[src/rtl/alu_op_sequencer_pkg.sv]
`default_nettype none
// ============================================================================
// Module   : alu_op_sequencer_pkg
// Purpose  : Shared definitions for the ALU operation sequencer: default
//            slice width, ALU select width, settle-counter width and the
//            FSM state encodings used by alu_op_sequencer.
// Ports    : none (package)
// Revision : 1.0  initial release
// ============================================================================
package alu_op_sequencer_pkg;

    // Default ALU slice width; commands and results are twice this wide
    localparam int DATA_W_DEF = 8;

    // ALU function-select width
    localparam int ALU_S_W = 3;

    // Settle counter width; supports SETTLE_CYC values up to 15
    localparam int CNT_W = 4;

    // Sequencer FSM state encodings
    localparam logic [1:0] ST_IDLE    = 2'd0;
    localparam logic [1:0] ST_PASS_LO = 2'd1;
    localparam logic [1:0] ST_PASS_HI = 2'd2;
    localparam logic [1:0] ST_RESP    = 2'd3;

endpackage : alu_op_sequencer_pkg
`default_nettype wire

[src/rtl/alu_pass_timer.sv]
`default_nettype none
// ============================================================================
// Module   : alu_pass_timer
// Purpose  : Settle counter for one ALU pass. Counts cycles while enabled
//            and flags the last settle cycle (count == SETTLE_CYC-1). The
//            counter returns to zero on that cycle so a following pass
//            starts with a fresh count.
// Ports    : clk   - clock
//            rst   - synchronous active-high reset
//            clr   - force the count to zero
//            en    - count this cycle (high for every cycle of a pass)
//            last  - current cycle is the final settle cycle of the pass
// Revision : 1.0  initial release
// ============================================================================
module alu_pass_timer
    import alu_op_sequencer_pkg::*;
#(
    parameter int SETTLE_CYC = 1
) (
    input  logic clk,
    input  logic rst,
    input  logic clr,
    input  logic en,
    output logic last
);

    localparam logic [CNT_W-1:0] LAST_CNT = CNT_W'(SETTLE_CYC - 1);

    logic [CNT_W-1:0] count_q;
    logic [CNT_W-1:0] count_d;

    assign last = en && (count_q == LAST_CNT);

    always_comb begin
        count_d = count_q;
        if (clr) begin
            count_d = '0;
        end else if (en) begin
            // Wrap on the last cycle so back-to-back passes each get a full count
            count_d = last ? '0 : count_q + 1'b1;
        end
    end

    always_ff @(posedge clk) begin
        if (rst) begin
            count_q <= '0;
        end else begin
            count_q <= count_d;
        end
    end

endmodule : alu_pass_timer
`default_nettype wire

[src/rtl/alu_op_sequencer.sv]
`default_nettype none
// ============================================================================
// Module   : alu_op_sequencer
// Purpose  : Initiator for an 8-bit combinational ALU. Accepts commands on a
//            valid/ready port, drives registered operand/select/carry inputs
//            to the ALU for SETTLE_CYC cycles per pass, samples the ALU
//            result and returns it on a valid/ready response port. Wide
//            commands run as two passes with the low-pass carry-out chained
//            into the high-pass carry-in.
// Ports    : clk, rst                      - clock, sync active-high reset
//            cmd_valid/cmd_ready           - command handshake
//            cmd_a, cmd_b                  - operands (2*DATA_W)
//            cmd_cin, cmd_s, cmd_wide      - carry-in, ALU select, two-pass
//            alu_a, alu_b, alu_cin, alu_s  - registered ALU inputs
//            alu_out, alu_cout             - ALU result and carry-out
//            rsp_valid/rsp_ready           - response handshake
//            rsp_result, rsp_cout          - result (2*DATA_W) and carry
// Revision : 1.0  initial release
// ============================================================================
module alu_op_sequencer
    import alu_op_sequencer_pkg::*;
#(
    parameter int DATA_W     = DATA_W_DEF,
    parameter int SETTLE_CYC = 1
) (
    input  logic                  clk,
    input  logic                  rst,
    input  logic                  cmd_valid,
    output logic                  cmd_ready,
    input  logic [2*DATA_W-1:0]   cmd_a,
    input  logic [2*DATA_W-1:0]   cmd_b,
    input  logic                  cmd_cin,
    input  logic [ALU_S_W-1:0]    cmd_s,
    input  logic                  cmd_wide,
    output logic [DATA_W-1:0]     alu_a,
    output logic [DATA_W-1:0]     alu_b,
    output logic                  alu_cin,
    output logic [ALU_S_W-1:0]    alu_s,
    input  logic [DATA_W-1:0]     alu_out,
    input  logic                  alu_cout,
    output logic                  rsp_valid,
    input  logic                  rsp_ready,
    output logic [2*DATA_W-1:0]   rsp_result,
    output logic                  rsp_cout
);

    // ------------------------------------------------------------------
    // State
    // ------------------------------------------------------------------
    logic [1:0]              state_q,    state_d;
    // Only the upper operand halves need holding; the lower halves go
    // straight into the ALU input registers on the accepting edge.
    logic [DATA_W-1:0]       a_hi_q,     a_hi_d;
    logic [DATA_W-1:0]       b_hi_q,     b_hi_d;
    logic                    wide_q,     wide_d;
    logic [2*DATA_W-1:0]     res_q,      res_d;
    logic                    carry_q,    carry_d;
    logic [DATA_W-1:0]       alu_a_q,    alu_a_d;
    logic [DATA_W-1:0]       alu_b_q,    alu_b_d;
    logic                    alu_cin_q,  alu_cin_d;
    logic [ALU_S_W-1:0]      alu_s_q,    alu_s_d;

    logic                    timer_clr;
    logic                    timer_en;
    logic                    pass_last;

    // ------------------------------------------------------------------
    // Settle timer
    // ------------------------------------------------------------------
    alu_pass_timer #(
        .SETTLE_CYC (SETTLE_CYC)
    ) u_pass_timer (
        .clk  (clk),
        .rst  (rst),
        .clr  (timer_clr),
        .en   (timer_en),
        .last (pass_last)
    );

    // ------------------------------------------------------------------
    // Next-state and datapath
    // ------------------------------------------------------------------
    always_comb begin
        state_d   = state_q;
        a_hi_d    = a_hi_q;
        b_hi_d    = b_hi_q;
        wide_d    = wide_q;
        res_d     = res_q;
        carry_d   = carry_q;
        alu_a_d   = alu_a_q;
        alu_b_d   = alu_b_q;
        alu_cin_d = alu_cin_q;
        alu_s_d   = alu_s_q;
        timer_clr = 1'b0;
        timer_en  = 1'b0;

        case (state_q)
            ST_IDLE: begin
                if (cmd_valid) begin
                    a_hi_d    = cmd_a[2*DATA_W-1:DATA_W];
                    b_hi_d    = cmd_b[2*DATA_W-1:DATA_W];
                    wide_d    = cmd_wide;
                    // Cleared here so a narrow op returns a zero upper half
                    res_d     = '0;
                    carry_d   = 1'b0;
                    alu_a_d   = cmd_a[DATA_W-1:0];
                    alu_b_d   = cmd_b[DATA_W-1:0];
                    alu_cin_d = cmd_cin;
                    alu_s_d   = cmd_s;
                    timer_clr = 1'b1;
                    state_d   = ST_PASS_LO;
                end
            end

            ST_PASS_LO: begin
                timer_en = 1'b1;
                if (pass_last) begin
                    res_d[DATA_W-1:0] = alu_out;
                    carry_d           = alu_cout;
                    if (wide_q) begin
                        // Chain the low-pass carry straight into the high pass
                        alu_a_d   = a_hi_q;
                        alu_b_d   = b_hi_q;
                        alu_cin_d = alu_cout;
                        state_d   = ST_PASS_HI;
                    end else begin
                        alu_a_d   = '0;
                        alu_b_d   = '0;
                        alu_cin_d = 1'b0;
                        alu_s_d   = '0;
                        state_d   = ST_RESP;
                    end
                end
            end

            ST_PASS_HI: begin
                timer_en = 1'b1;
                if (pass_last) begin
                    res_d[2*DATA_W-1:DATA_W] = alu_out;
                    carry_d   = alu_cout;
                    alu_a_d   = '0;
                    alu_b_d   = '0;
                    alu_cin_d = 1'b0;
                    alu_s_d   = '0;
                    state_d   = ST_RESP;
                end
            end

            ST_RESP: begin
                if (rsp_ready) begin
                    state_d = ST_IDLE;
                end
            end

            default: begin
                state_d = ST_IDLE;
            end
        endcase
    end

    // ------------------------------------------------------------------
    // Registers
    // ------------------------------------------------------------------
    always_ff @(posedge clk) begin
        if (rst) begin
            state_q   <= ST_IDLE;
            a_hi_q    <= '0;
            b_hi_q    <= '0;
            wide_q    <= 1'b0;
            res_q     <= '0;
            carry_q   <= 1'b0;
            alu_a_q   <= '0;
            alu_b_q   <= '0;
            alu_cin_q <= 1'b0;
            alu_s_q   <= '0;
        end else begin
            state_q   <= state_d;
            a_hi_q    <= a_hi_d;
            b_hi_q    <= b_hi_d;
            wide_q    <= wide_d;
            res_q     <= res_d;
            carry_q   <= carry_d;
            alu_a_q   <= alu_a_d;
            alu_b_q   <= alu_b_d;
            alu_cin_q <= alu_cin_d;
            alu_s_q   <= alu_s_d;
        end
    end

    // ------------------------------------------------------------------
    // Outputs
    // ------------------------------------------------------------------
    assign cmd_ready  = (state_q == ST_IDLE);
    assign rsp_valid  = (state_q == ST_RESP);
    // Gated so the response port reads zero whenever no result is offered
    assign rsp_result = rsp_valid ? res_q : '0;
    assign rsp_cout   = rsp_valid & carry_q;

    assign alu_a      = alu_a_q;
    assign alu_b      = alu_b_q;
    assign alu_cin    = alu_cin_q;
    assign alu_s      = alu_s_q;

endmodule : alu_op_sequencer
`default_nettype wire
[config.mk]
export PLATFORM = sky130hd
export DESIGN_NAME = alu_op_sequencer
export DESIGN_NICKNAME = d
export VERILOG_FILES = /design/src/rtl/alu_op_sequencer_pkg.sv /design/src/rtl/alu_pass_timer.sv /design/src/rtl/alu_op_sequencer.sv
export SDC_FILE = /design/constraint.sdc
export NUM_CORES = 1
export LEC_CHECK = 0
export CORE_ASPECT_RATIO = 1.1
export CORE_UTILIZATION = 42
export CTS_CLUSTER_SIZE = 30
export DETAILED_ROUTE_END_ITERATION = 8
export PLACE_DENSITY = 0.71
export SLEW_MARGIN = 15
export SYNTH_ARGS = -nofsm -noshare
export SYNTH_HDL_FRONTEND = slang
export SYNTH_HIERARCHICAL = 1
export SYNTH_SLANG_ARGS = --single-unit
[constraint.sdc]
create_clock -name clk -period 2.3 [get_ports clk]
set_input_delay 0.46 -clock clk [delete_from_list [all_inputs] [get_ports clk]]
set_output_delay 0.46 -clock clk [all_outputs]
set_load 0.005 [all_outputs]
Word level (Yosys, flattened, before mapping):

Cells that the tools add are included.

* bits in registers: 60
* output and inout port bits: 39
* logic and storage cells: 76

* add/sub/neg operators: 1
* equal/unequal tests: 9
* muxes and demuxes: 37
* bitwise gates (word level): 1
* reduce and logical (&&, ||, !) cells: 16

Operators with widths (number)
* $mux W8: 8
* $pmux W8 S3: 2
* $mux W16: 2
* $pmux W8 S2: 2
* $mux W3: 4
* $mux W1: 10
* $pmux W3 S3: 1
* $reduce_and A3 Y1: 3
* $mux W2: 4
* $ne A2 B1 Y1 const B: 4
* $pmux W2 S4: 1
* $reduce_and A4 Y1: 2
* $reduce_bool A2 Y1: 3
* $reduce_and A5 Y1: 1
* $add A4 B1 Y4 const B: 1
* $eq A2 B2 Y1 const B: 2
* $logic_not A4 Y1: 1
* $mux W4: 1
* $ne A2 B2 Y1 const B: 2
* $reduce_or A2 Y1: 2
* $pmux W1 S3: 1
* $reduce_bool A3 Y1: 1
* $eq A2 B1 Y1 const B: 1
* $logic_not A2 Y1: 1
* 4 further kinds: 4

Longest topological paths before layout:

Gate-level depths: netlist of the first run.

* depth after elaboration: 6
* depth in mapped cells: 9
* depth with buffers taken out: 7

By module:

The synthesis of the first run kept the hierarchy.

By module, submodules not included
* alu_op_sequencer: times used 1, cells each 320, area an instance 2750.1 um^2
* alu_pass_timer: times used 1, cells each 23, area an instance 203.9 um^2

Worst setup path after synthesis of the first run:

No wires, ideal clock.

* kind: register -> register
* start: register state_q[0]
* end: register alu_a_q[6] (netlist: alu_a[6])
* library setup time: 0.088 ns
* arrival: 2.075 ns
* data required time: 2.212 ns
* setup slack: 0.137 ns
* stages on the path, launching flop included: 9
* period minus slack after synthesis: 2.163 ns
* cell sequence: dfxtp_1 > inv_1 > ha_1 > nand4bb_1 > inv_1 > o21bai_2 > clkbuf_1 > a31oi_1 > a311oi_2

* word-level cells in the longest chain between the ends: 6

Ends and longest elaborated chain
* from (decl): line alu_op_sequencer.sv:50 `logic [1:0] state_q, state_d;`
* from (signal assigned): line alu_op_sequencer.sv:177 `state_q <= state_d;`
* $eq A2 B2 Y1 / $eq A2 B1 Y1 (equally long branches): line alu_op_sequencer.sv:97 `case (state_q)`
* $reduce_or A2 Y1 (no line) *
* $mux W1 *: line alu_op_sequencer.sv:97
* $logic_and A1 B1 Y1 *: line alu_pass_timer.sv:32 `assign last = en && (count_q == LAST_CNT);`
* named net pass_last: line alu_op_sequencer.sv:65 `logic pass_last;`
* $ne A2 B1 Y1 (no line)
* $reduce_and A4 Y1 (no line) *
* to (signal assigned): line alu_op_sequencer.sv:183 `alu_a_q <= alu_a_d;`
* to (decl): line alu_op_sequencer.sv:58 `logic [DATA_W-1:0] alu_a_q, alu_a_d;`

The timed path passes the listed nets; every way through them passes the cells marked *.
A chain may end at the register's enable or synchronous reset.

Worst setup path after layout of the first run:

* start: register state_q[1]
* end: register alu_a_q[7] (netlist: alu_a[7])

The elaborated chain is that of the path after synthesis.

==> results of run 1 <==
cell families (layout without fill, tap and decap cells):
kind of cell               count (synthesis)  after routing
DFF                                       60             60
xor gates and xnor gates                   2              2
muxes                                      7              7
and+or+nand+nor                          134            134
AOI/OAI and AO/OA                         95             95
adders and majority gates                  8              8
buffers and inverters                     37            121
layout make-up:
cell class,count,share of cell area
Clock inverter,4,0.0116
Clock buffer,12,0.0379
Sequential cell,60,0.293
Tap cell,82,0.0250
Timing Repair Buffer,99,0.237
Multi-Input combinational cell,246,0.390
Inverter,6,0.00549
sequential cells by signal, indices dropped and copies added, names as in the netlist, 2 cells and up:
register and count:
res_q 16, alu_a 8, state_q 2, a_hi_q 8, b_hi_q 8, alu_b 8
u_pass_timer/count_q 4, alu_s 3
timing repair:
item / in CTS / in global routing
gates cloned: 0 / 0
buffers inserted: 0 / 0
hold endpoints to repair: 0 / 0
gates resized for setup: 2 / 4
endpoints found under the setup margin: 18 / 44
routing by layer:
layer	track usage	vias to the layer above
li1	-	1398
met1	0.303	1363
met2	0.337	93
met3	0.0599	9
met4	0.0775	0
met5	0	-
through the flow:
| step | setup TNS (ns) | cells | utilization | instance area [um^2] | worst slack [ns] |
|---|---|---|---|---|---|
| 2_1_floorplan | 0 | 343 | - | 2950 | 0.137 |
| 6_report | 0 | 509 | 0.611 | 4100 | 0.112 |
| 3_3_place_gp | 0 | 493 | 0.578 | 3880 | 0.0590 |
| 5_1_grt | 0 | 509 | 0.611 | 4100 | 0.0110 |
| 4_1_cts | 0 | 509 | 0.610 | 4090 | 0.0386 |
| 3_5_place_dp | -0.0510 | 493 | 0.578 | 3880 | -0.0209 |
power groups by stage:
| stage | clock, W | sequential [W] | combinational [W] |
|---|---|---|---|
| global placement | 0 | 0.00144 | 0.00242 |
| floorplan | 0 | 0.00142 | 0.00174 |
| CTS | 0.000984 | 0.00143 | 0.00246 |
| detailed placement | 0 | 0.00145 | 0.00245 |
| finish | 0.000971 | 0.00143 | 0.00248 |
| global route | 0.00104 | 0.00147 | 0.00271 |
worst max-delay path: cells and delay by family, from the launching register on:
kind / cells / cell delay [ns]
DFF: 1 / 0.42
buffers and inverters: 3 / 0.56
AOI/OAI and AO/OA: 3 / 0.59
and+or+nand+nor: 1 / 0.17
adders and majority gates: 1 / 0.35
how the worst max path moves through the flow:
stage               slack [ns]   endpoint        from  cells after the start
detailed placement       -0.02  res_q[15]   cmd_valid                      4
finish                    0.11   alu_a[7]  state_q[1]                      8
global route              0.01   alu_a[1]  state_q[1]                      8
global placement          0.06   res_q[2]   cmd_valid                      4
CTS                       0.04   res_q[4]  state_q[0]                      5
floorplan                 0.14   alu_a[6]  state_q[0]                      8
layout by cell type (no fill, tap or decap), drive strengths merged, types with 2 or more instances in the layout:
cell           count
clkinv             3
o21bai             2
a31oi             18
and2              18
xor2               2
a311oi            17
or3b               3
nand2b            24
clkbuf            12
nor2               4
clkdlybuf4s50     87
a21oi             35
buf               12
nand4             27
inv                5
ha                 8
nand2             38
nand3              9
nor2b              6
mux2i              6
dfxtp             60
o21ai             18
==> metrics.txt, run 1 <==
Syn Nets=between 400 and 500; clock share of power=0.199; post-synth cell types=37; Post-Syn Instances=343; core area=between 6000 and 7000 um^2; Post-Synth XOR/XNOR Area=0.00593; ant diodes=0; Mapped Area=2950 um^2; fin crit share=0.951; pwr dens=1190 nW/um^2; reg2reg path depth=8; total power draw=between 0.004 and 0.005 W; CTS buffer count=9; Clk pin slew, worst setup/hold paths=roughly 0.070 ns; largest family of logic cells by synthesized area=simple AND/OR/NAND/NOR gates; largest net degree at the start of global routing=between 40 and 50; Sw Ratio=0.399; Post-Route WL=approximately 7.9 mm; IO buf count=88; mean post-synth cell area=~8.6 um^2; status=finished clean; Synth async-reset ratio=0; WHS Path Cells=2; Worst VDD drop=0.000570 V; HP Start=a_hi_q[0]; Post-synth EDFFs=0; root buf cell=clkbuf_8; worst reg2reg setup slack=roughly 0.11 ns; vias in the first global route=about 2700; RR Startpoint=state_q[1]; fin. max-slew vios=0; Clock Tree Buf Depth=2; reg2reg end=alu_a[7]; die width=82.0 um; filler instances=between 600 and 700; Achievable Freq=around 0.46 GHz; vias=between 2000 and 3000; final setup vio count=0; DP HPWL=approximately 5.3 mm; Worst Setup Start Kind=flip-flop; Compound-Gate Fraction of Synth Area=0.220; first-pass GRT wire length=between 10 and 15 mm; skew final=~0.0089 ns; Synth Area in Simple Gates=0.251; sequential area share after synthesis=0.407; I/O Pins=just under 90; Post-Synth Adder-Cell Area=0.0339; Final #Nets=480; leakage power=between 1 and 1.5 nW; Worst-Margin Slew=about 0.7 ns; Starting Density=0.440; Total Routing Usage GR=0.224; crit-path cells=inv_1, ha_2, nand4bb_1, inv_2, o21bai_2, buf_4, a31oi_1, a311oi_2; Pre-Repair DR Iteration Count=6; Hold Path Class=flip-flop to flip-flop; RSZ-0062 raised after global routing=no; Worst Hold End=a_hi_q[0]; final worst path period need=2.19 ns; die area=between 7000 and 8000 um^2; antenna viol nets, final=0; Clk Latency, worst-skew pair=approximately 0.34 ns; worst hold slack=roughly 0.46 ns; initial detailed-routing violation count=approximately 180; CP arrival=2.43 ns; Hold Buf Count CTS=0; Synth top area share=0.407; Internal=~0.0029 W; Placer Congestion=between 0.7 and 0.8; Synth area leaders=dfxtp_1, a21oi_1, nand4_1, a311oi_2, nand2b_1; sequential share of power=0.293; top_reg_cell synth=dfxtp_1; WL met3=561 um; # Max-Cap Violations=0; post-synthesis mux area share=0.0241; H-tree levels=3; drt drc=0; CP peak stage delay=around 0.42 ns; Commonest cells post-synth=dfxtp_1, nand2_1, a21oi_1, nand4_1, nand2b_1; Max Used Layer=met4; relative slew slack=0.530; met1 WL=3.72 mm; power share of the combinational group=0.508; routed length per placed instance=15.6 um; initial antenna violation count=0; synthesis warning total=6; met2 WL=about 3.6 mm; site row count=31; DR vias/cell=between 5 and 6; CTS sink count=60; final hold viol count=0; proportion of layout cells with a drive suffix above 1=0.115; most frequent cell after synthesis=dfxtp_1; Seq. cell area=between 1000 and 1500 um^2; CTS tree=done; kind of critical path=flip-flop to flip-flop; global route overflow=0; height of the die=between 80 and 90 um; WP data required=2.54 ns; worst-path fanout max=12; synthesized flop and latch total=60; post-synth top area cell=dfxtp_1; CP max-delay cell=dfxtp_1; Psw=0.00195 W; synthesis-to-finish area growth=38.8%; Crit. End Element=flip-flop; Multi-input gate area=between 1500 and 2000 um^2
No activity file was read; power rests on OpenSTA's default activity.
==> run 2, diff against run 1 <==
- CTS_CLUSTER_DIAMETER: unset -> 50
- clock period: 2.3 -> 2.1 ns (I/O delays scaled with it)
==> run 2 against run 1 <==
Combinational power grew 16%. Clock power rose by 0.4%. Sequential cell count unchanged. Cell count rose by 1.2%. Setup slack worse by 0.060 ns. Clock skew decreased by 0.00089 ns. Count of clock-buffer cells in the layout shrank 2. Worst hold slack got worse by 0.0029 ns. First-iteration DRC count fell by 12%. Non-clock buffer count increased by 9. Largest cell class unchanged. Register-to-register slack better by 0.05 ns.
==> metrics.txt, run 2 (synthesis results as in run 1) <==
status=finished clean; Total Routing Usage GR=0.233 (+0.00922); final worst path period need=2.05 ns; worst reg2reg setup slack=0.16 ns (+0.05 ns); sequential share of power=0.291 (-0.002); worst-path fanout max=10 (-2); first-pass GRT wire length=13.3 mm (+3.1%); final hold viol count=0 (unchanged); Clk pin slew, worst setup/hold paths=0.06 ns (about the same); relative slew slack=0.519 (-0.0111); vias in the first global route=2734 (+1.3%); Worst-Margin Slew=0.721 ns (+0.0166 ns); root buf cell=clkbuf_8; pre-CTS WS=-0.0239 ns (-0.00301 ns); fin. max-slew vios=0 (unchanged); WHS Path Cells=2 (unchanged); Clk Latency, worst-skew pair=0.34 ns (about the same); Psw=0.00215 W (+11%); met3 Use GR=0.0569 (-0.00305); largest net degree at the start of global routing=46 (unchanged); synthesis-to-finish area growth=41.3%; kind of critical path=flip-flop to output port; skew final=0.00796 ns (-0.000888 ns); Pre-Repair DR Iteration Count=4 (-2); initial detailed-routing violation count=160 (-12%); CTS tree=done; drt drc=0 (unchanged); Hold Buf Count CTS=0 (unchanged); pwr dens=1300 nW/um^2 (+8.9%); Placer Congestion=0.793 (-0.36%); die area=7370 um^2 (unchanged); Post-Route WL=8.33 mm (+5.0%); IO buf count=88 (unchanged); Crit. End Element=output port; Hold Path Class=flip-flop to flip-flop; reg2reg path depth=6 (-2); core area=6710 um^2 (unchanged); Sw Ratio=0.398 (-0.00104); I/O Pins=89 (unchanged); final worst slack=0.0516 ns (-0.0601 ns); leakage power=1.51 nW (+5.7%); CTS sink count=60 (unchanged); # Max-Cap Violations=0 (unchanged); worst hold slack=0.454 ns (-0.00291 ns); Worst Setup Start Kind=flip-flop; CP arrival=1.63 ns (-0.80 ns); Worst Hold End=a_hi_q[6]; site row count=31 (unchanged); commonest non-fill, non-tap cell in the layout=clkdlybuf4s50_1; Seq. cell area=1210 um^2 (+0.52%); height of the die=90.0 um (unchanged); Achievable Freq=between 0.4 and 0.5 GHz; WP data required=1.68 ns (-0.86 ns); proportion of layout cells with a drive suffix above 1=0.132 (+0.0169); H-tree levels=3 (unchanged); clock share of power=0.180 (-0.019); most frequent cells in the layout=clkdlybuf4s50_1, dfxtp_1, nand2_1; global route overflow=0 (unchanged); antenna viol nets, final=0 (unchanged); RSZ-0062 raised after global routing=no; Clock Tree Buf Depth=2 (unchanged); global route hottest layer=met2; HP Start=a_hi_q[6]; met2 usage=0.364 (+0.0262); DP HPWL=5.41 mm (+1.6%); Worst VDD drop=0.000831 V (+46%); reg2reg end=alu_a[4]; initial antenna violation count=0 (unchanged); fin crit share=0.975; Internal=0.00327 W (+11%); CTS buffer count=9 (unchanged); RR Startpoint=state_q[0]; routed length per placed instance=16.2 um (+3.8%); Largest register FFs=16 (unchanged); Starting Density=0.440 (unchanged); Final #Nets=489 (+1.9%); largest register by flop count=res_q; met1 Track Usage GR=0.310 (+0.00657); vias=2891 (+0.98%); final setup vio count=0 (unchanged); filler instances=568 (-5.6%); final core occ=0.622 (+0.0112); DR vias/cell=5.61 (-0.20%); power share of the combinational group=0.529 (+0.021); die width=82.0 um (unchanged); total power draw=0.00542 W (+11%); Multi-input gate area=1610 um^2 (+0.63%); ant diodes=0 (unchanged)
==> run 2: worst max path at each step <==
| stage | from | end | depth (start not counted) | slack, ns |
|---|---|---|---|---|
| after detailed placement | state_q[0] | alu_b[5] | 8 | -0.02 |
| after floorplan | state_q[0] | alu_a[5] | 9 | 0.04 |
| after global placement | cmd_valid | res_q[2] | 5 | 0.04 |
| after CTS | state_q[0] | cmd_ready | 3 | 0.02 |
| final | state_q[0] | rsp_result[9] | 4 | 0.05 |
| after global routing | state_q[0] | rsp_result[15] | 4 | 0.001 |
==> run 2: worst max-delay path, stage by stage (launching register included) <==
cell	delay [ns]
dfxtp_4	0.38
ha_4	0.16
buf_12	0.12
and2_1	0.13
clkdlybuf4s50_1	0.50
==> run 2: what timing repair did <==
action / 4_1_cts / 5_1_grt
setup endpoints to repair: 34 / 36
buffers inserted: 2 / 4
gates resized for setup: 7 / 7
pin swaps: 0 / 1
==> run 2: layout make-up <==
cell class                      count  share of cell area
Multi-Input combinational cell    246               0.385
Sequential cell                    60               0.290
Timing Repair Buffer              108               0.253
Clock buffer                       10              0.0330
Tap cell                           82              0.0246
Clock inverter                      3             0.00959
Inverter                            6             0.00540
==> run 2: power groups by stage <==
stage | clock, W | sequential, W | combinational (W)
detailed placement | 0 | 0.00159 | 0.00270
floorplan | 0 | 0.00155 | 0.00191
finish | 0.000975 | 0.00158 | 0.00287
global placement | 0 | 0.00158 | 0.00266
CTS | 0.000991 | 0.00158 | 0.00275
global route | 0.00105 | 0.00161 | 0.00312
==> run 2: through the flow <==
step,cell area (um^2),std cells,setup TNS (ns)
after floorplan,2960,343,0
after global placement,3890,496,0
after detailed placement,3890,496,-0.0882
after CTS,4120,511,0
after global routing,4170,515,0
final,4170,515,0
==> run 2: per-layer routing <==
| metal | up-vias | wire length [um] |
|---|---|---|
| li1 | 1415 | - |
| met1 | 1360 | 3650 |
| met2 | 103 | 3980 |
| met3 | 13 | 569 |
| met4 | 0 | 132 |
| met5 | - | 0 |
==> run 3, diff against run 2 <==
- CORE_ASPECT_RATIO: 1.1 -> 1.4
==> run 3 against run 2 <==
Non-clock buffer count is 2 lower. Combinational power down 2%. Cell count rose by 1.9%. Largest power group unchanged. Sequential cell count stayed put.
==> metrics.txt, run 3 (synthesis results as in run 1) <==
first-pass GRT wire length=13.2 mm (-0.98%); Fin Setup TNS=0 ns (unchanged); Sw Ratio=0.391 (-0.00628); crit path capture=rsp_result[8]; status=finished clean; site row count=35 (+13%); antenna viol nets, final=0 (unchanged); commonest non-fill, non-tap cell in the layout=clkdlybuf4s50_1; final hold viol count=0 (unchanged); DR vias/cell=5.48 (-2.4%); worst reg2reg setup slack=0.18 ns (+0.02 ns); total power draw=0.00546 W (+0.68%); DP HPWL=5.52 mm (+2.0%); I/O Pins=89 (unchanged); root buf cell=clkbuf_8; pre-CTS WS=0.00342 ns (+0.0274 ns); Clock Tree Buf Depth=2 (unchanged); proportion of layout cells with a drive suffix above 1=0.125 (-0.00693); Worst Setup Start Kind=flip-flop; kind of critical path=flip-flop to output port; clock share of power=0.197 (+0.017); synthesis-to-finish area growth=42.4%; pwr dens=1300 nW/um^2 (-0.13%); Post-Route WL=8.15 mm (-2.1%); CTS buffer count=9 (unchanged); Hold Path Class=flip-flop to flip-flop; CP max-delay cell=clkdlybuf4s50_1; final core occ=0.628 (+0.00597); RSZ-0062 raised after global routing=no; RR Startpoint=state_q[1]; crit-path cells=ha_4, buf_12, and2_1, clkdlybuf4s50_1; vias in the first global route=2867 (+4.9%); ant diodes=0 (unchanged); initial antenna violation count=0 (unchanged); fin crit share=0.988 (+0.0121); filler instances=582 (+2.5%); Pre-Repair DR Iteration Count=5 (+1); leakage power=1.63 nW (+8.4%); most frequent cells in the layout=clkdlybuf4s50_1, dfxtp_1, nand2_1; final setup vio count=0 (unchanged); CTS tree=done; largest net degree at the start of global routing=46 (unchanged); IO buf count=88 (unchanged); crit path launch=state_q[1]; CP top delay family=buffers and inverters; final worst path period need=2.07 ns (+0.0254 ns); final worst slack=0.0261 ns (-0.0254 ns); Total Routing Usage GR=0.227 (-0.00653); # Max-Cap Violations=0 (unchanged); Final #Nets=487 (-0.41%); Psw=0.00213 W (-0.91%); Internal=0.00332 W (+1.7%); Worst VDD drop=0.000847 V (+1.9%); Critical path buffers and inverters=2 (unchanged); initial detailed-routing violation count=145 (-9.4%); WP data required=1.68 ns (about the same); reg2reg end=alu_a[0]; CP arrival=1.65 ns (+0.02 ns); Worst-Margin Slew=0.707 ns (-0.0134 ns); largest register by flop count=res_q; worst-path fanout max=10 (unchanged); core area=6700 um^2 (-0.15%); Crit. End Element=output port; global route overflow=0 (unchanged); Starting Density=0.441 (+0.000658); total stage count of the critical path=4 (unchanged); relative slew slack=0.528 (+0.00896); routed length per placed instance=15.5 um (-4.0%); CTS sink count=60 (unchanged); drt drc=0 (unchanged); power share of the combinational group=0.515 (-0.014); die area=7380 um^2 (about the same); worst hold slack=0.455 ns (+0.00131 ns); H-tree levels=3 (unchanged); CP peak stage delay=0.51 ns (about the same); reg2reg path depth=7 (+1); fin. max-slew vios=0 (unchanged); skew final=0.00689 ns (-0.00108 ns); Placer Congestion=0.785 (-1.0%); Clk Latency, worst-skew pair=0.33 ns (about the same); sequential share of power=0.288 (-0.003); die width=72.9 um (-11%); Largest register FFs=16 (unchanged); Clk pin slew, worst setup/hold paths=0.06 ns (about the same); Achievable Freq=0.482 GHz (-1.2%); vias=2876 (-0.52%); height of the die=101 um (+13%)
## run 3: routing by layer
| layer | track usage | up-vias | routed length (um) |
|---|---|---|---|
| met5 | 0 | - | 0 |
| met4 | 0.0724 | 0 | 91 |
| met3 | 0.0458 | 11 | 364 |
| met2 | 0.411 | 90 | 4280 |
| met1 | 0.263 | 1366 | 3410 |
| li1 | - | 1409 | - |
## run 3: final cells by class
cell class	count	area, um^2	area share
well taps	92	115	0.0274
flip-flops and latches	60	1210	0.287
inverters	6	22.5	0.00535
multi-input cells	246	1610	0.382
clock inverters	1	30.0	0.00714
clock buffers	14	173	0.0410
repair buffers	106	1050	0.250
## run 3: repair_timing
action / 4_1_cts / 5_1_grt
endpoints found under the hold margin: 0 / 0
setup endpoints to repair: 18 / 29
pin swaps: 1 / 0
buffers inserted: 2 / 0
resized for setup: 6 / 14
hold buffers: 0 / 0
## run 3: worst min path at each step
stage,to,cells past startpoint,startpoint
after global placement,b_hi_q[1],2,b_hi_q[1]
final,b_hi_q[0],2,b_hi_q[0]
after detailed placement,a_hi_q[1],2,a_hi_q[1]
after floorplan,b_hi_q[0],2,b_hi_q[0]
after CTS,a_hi_q[1],2,a_hi_q[1]
after global routing,a_hi_q[3],2,a_hi_q[3]
## run 3: metrics by stage
step           area [um^2]  instances
6_report              4210        525
5_1_grt               4210        525
4_1_cts               4170        525
3_5_place_dp          3920        508
3_3_place_gp          3920        508
2_1_floorplan         2960        343
## run 3: worst min-delay path, delay by kind of cell, from the launching register on
kind / cells / cell delay, ns
flops: 1 / 0.31
compound gates: 1 / 0.05
simple gates: 1 / 0.05
## run 3: power groups by stage
stage	registers [W]	clock network, W	logic, W
after global routing	0.00160	0.00113	0.00306
after CTS	0.00157	0.00109	0.00275
after global placement	0.00157	0	0.00267
after floorplan	0.00155	0	0.00191
final	0.00157	0.00107	0.00281
after detailed placement	0.00158	0	0.00272
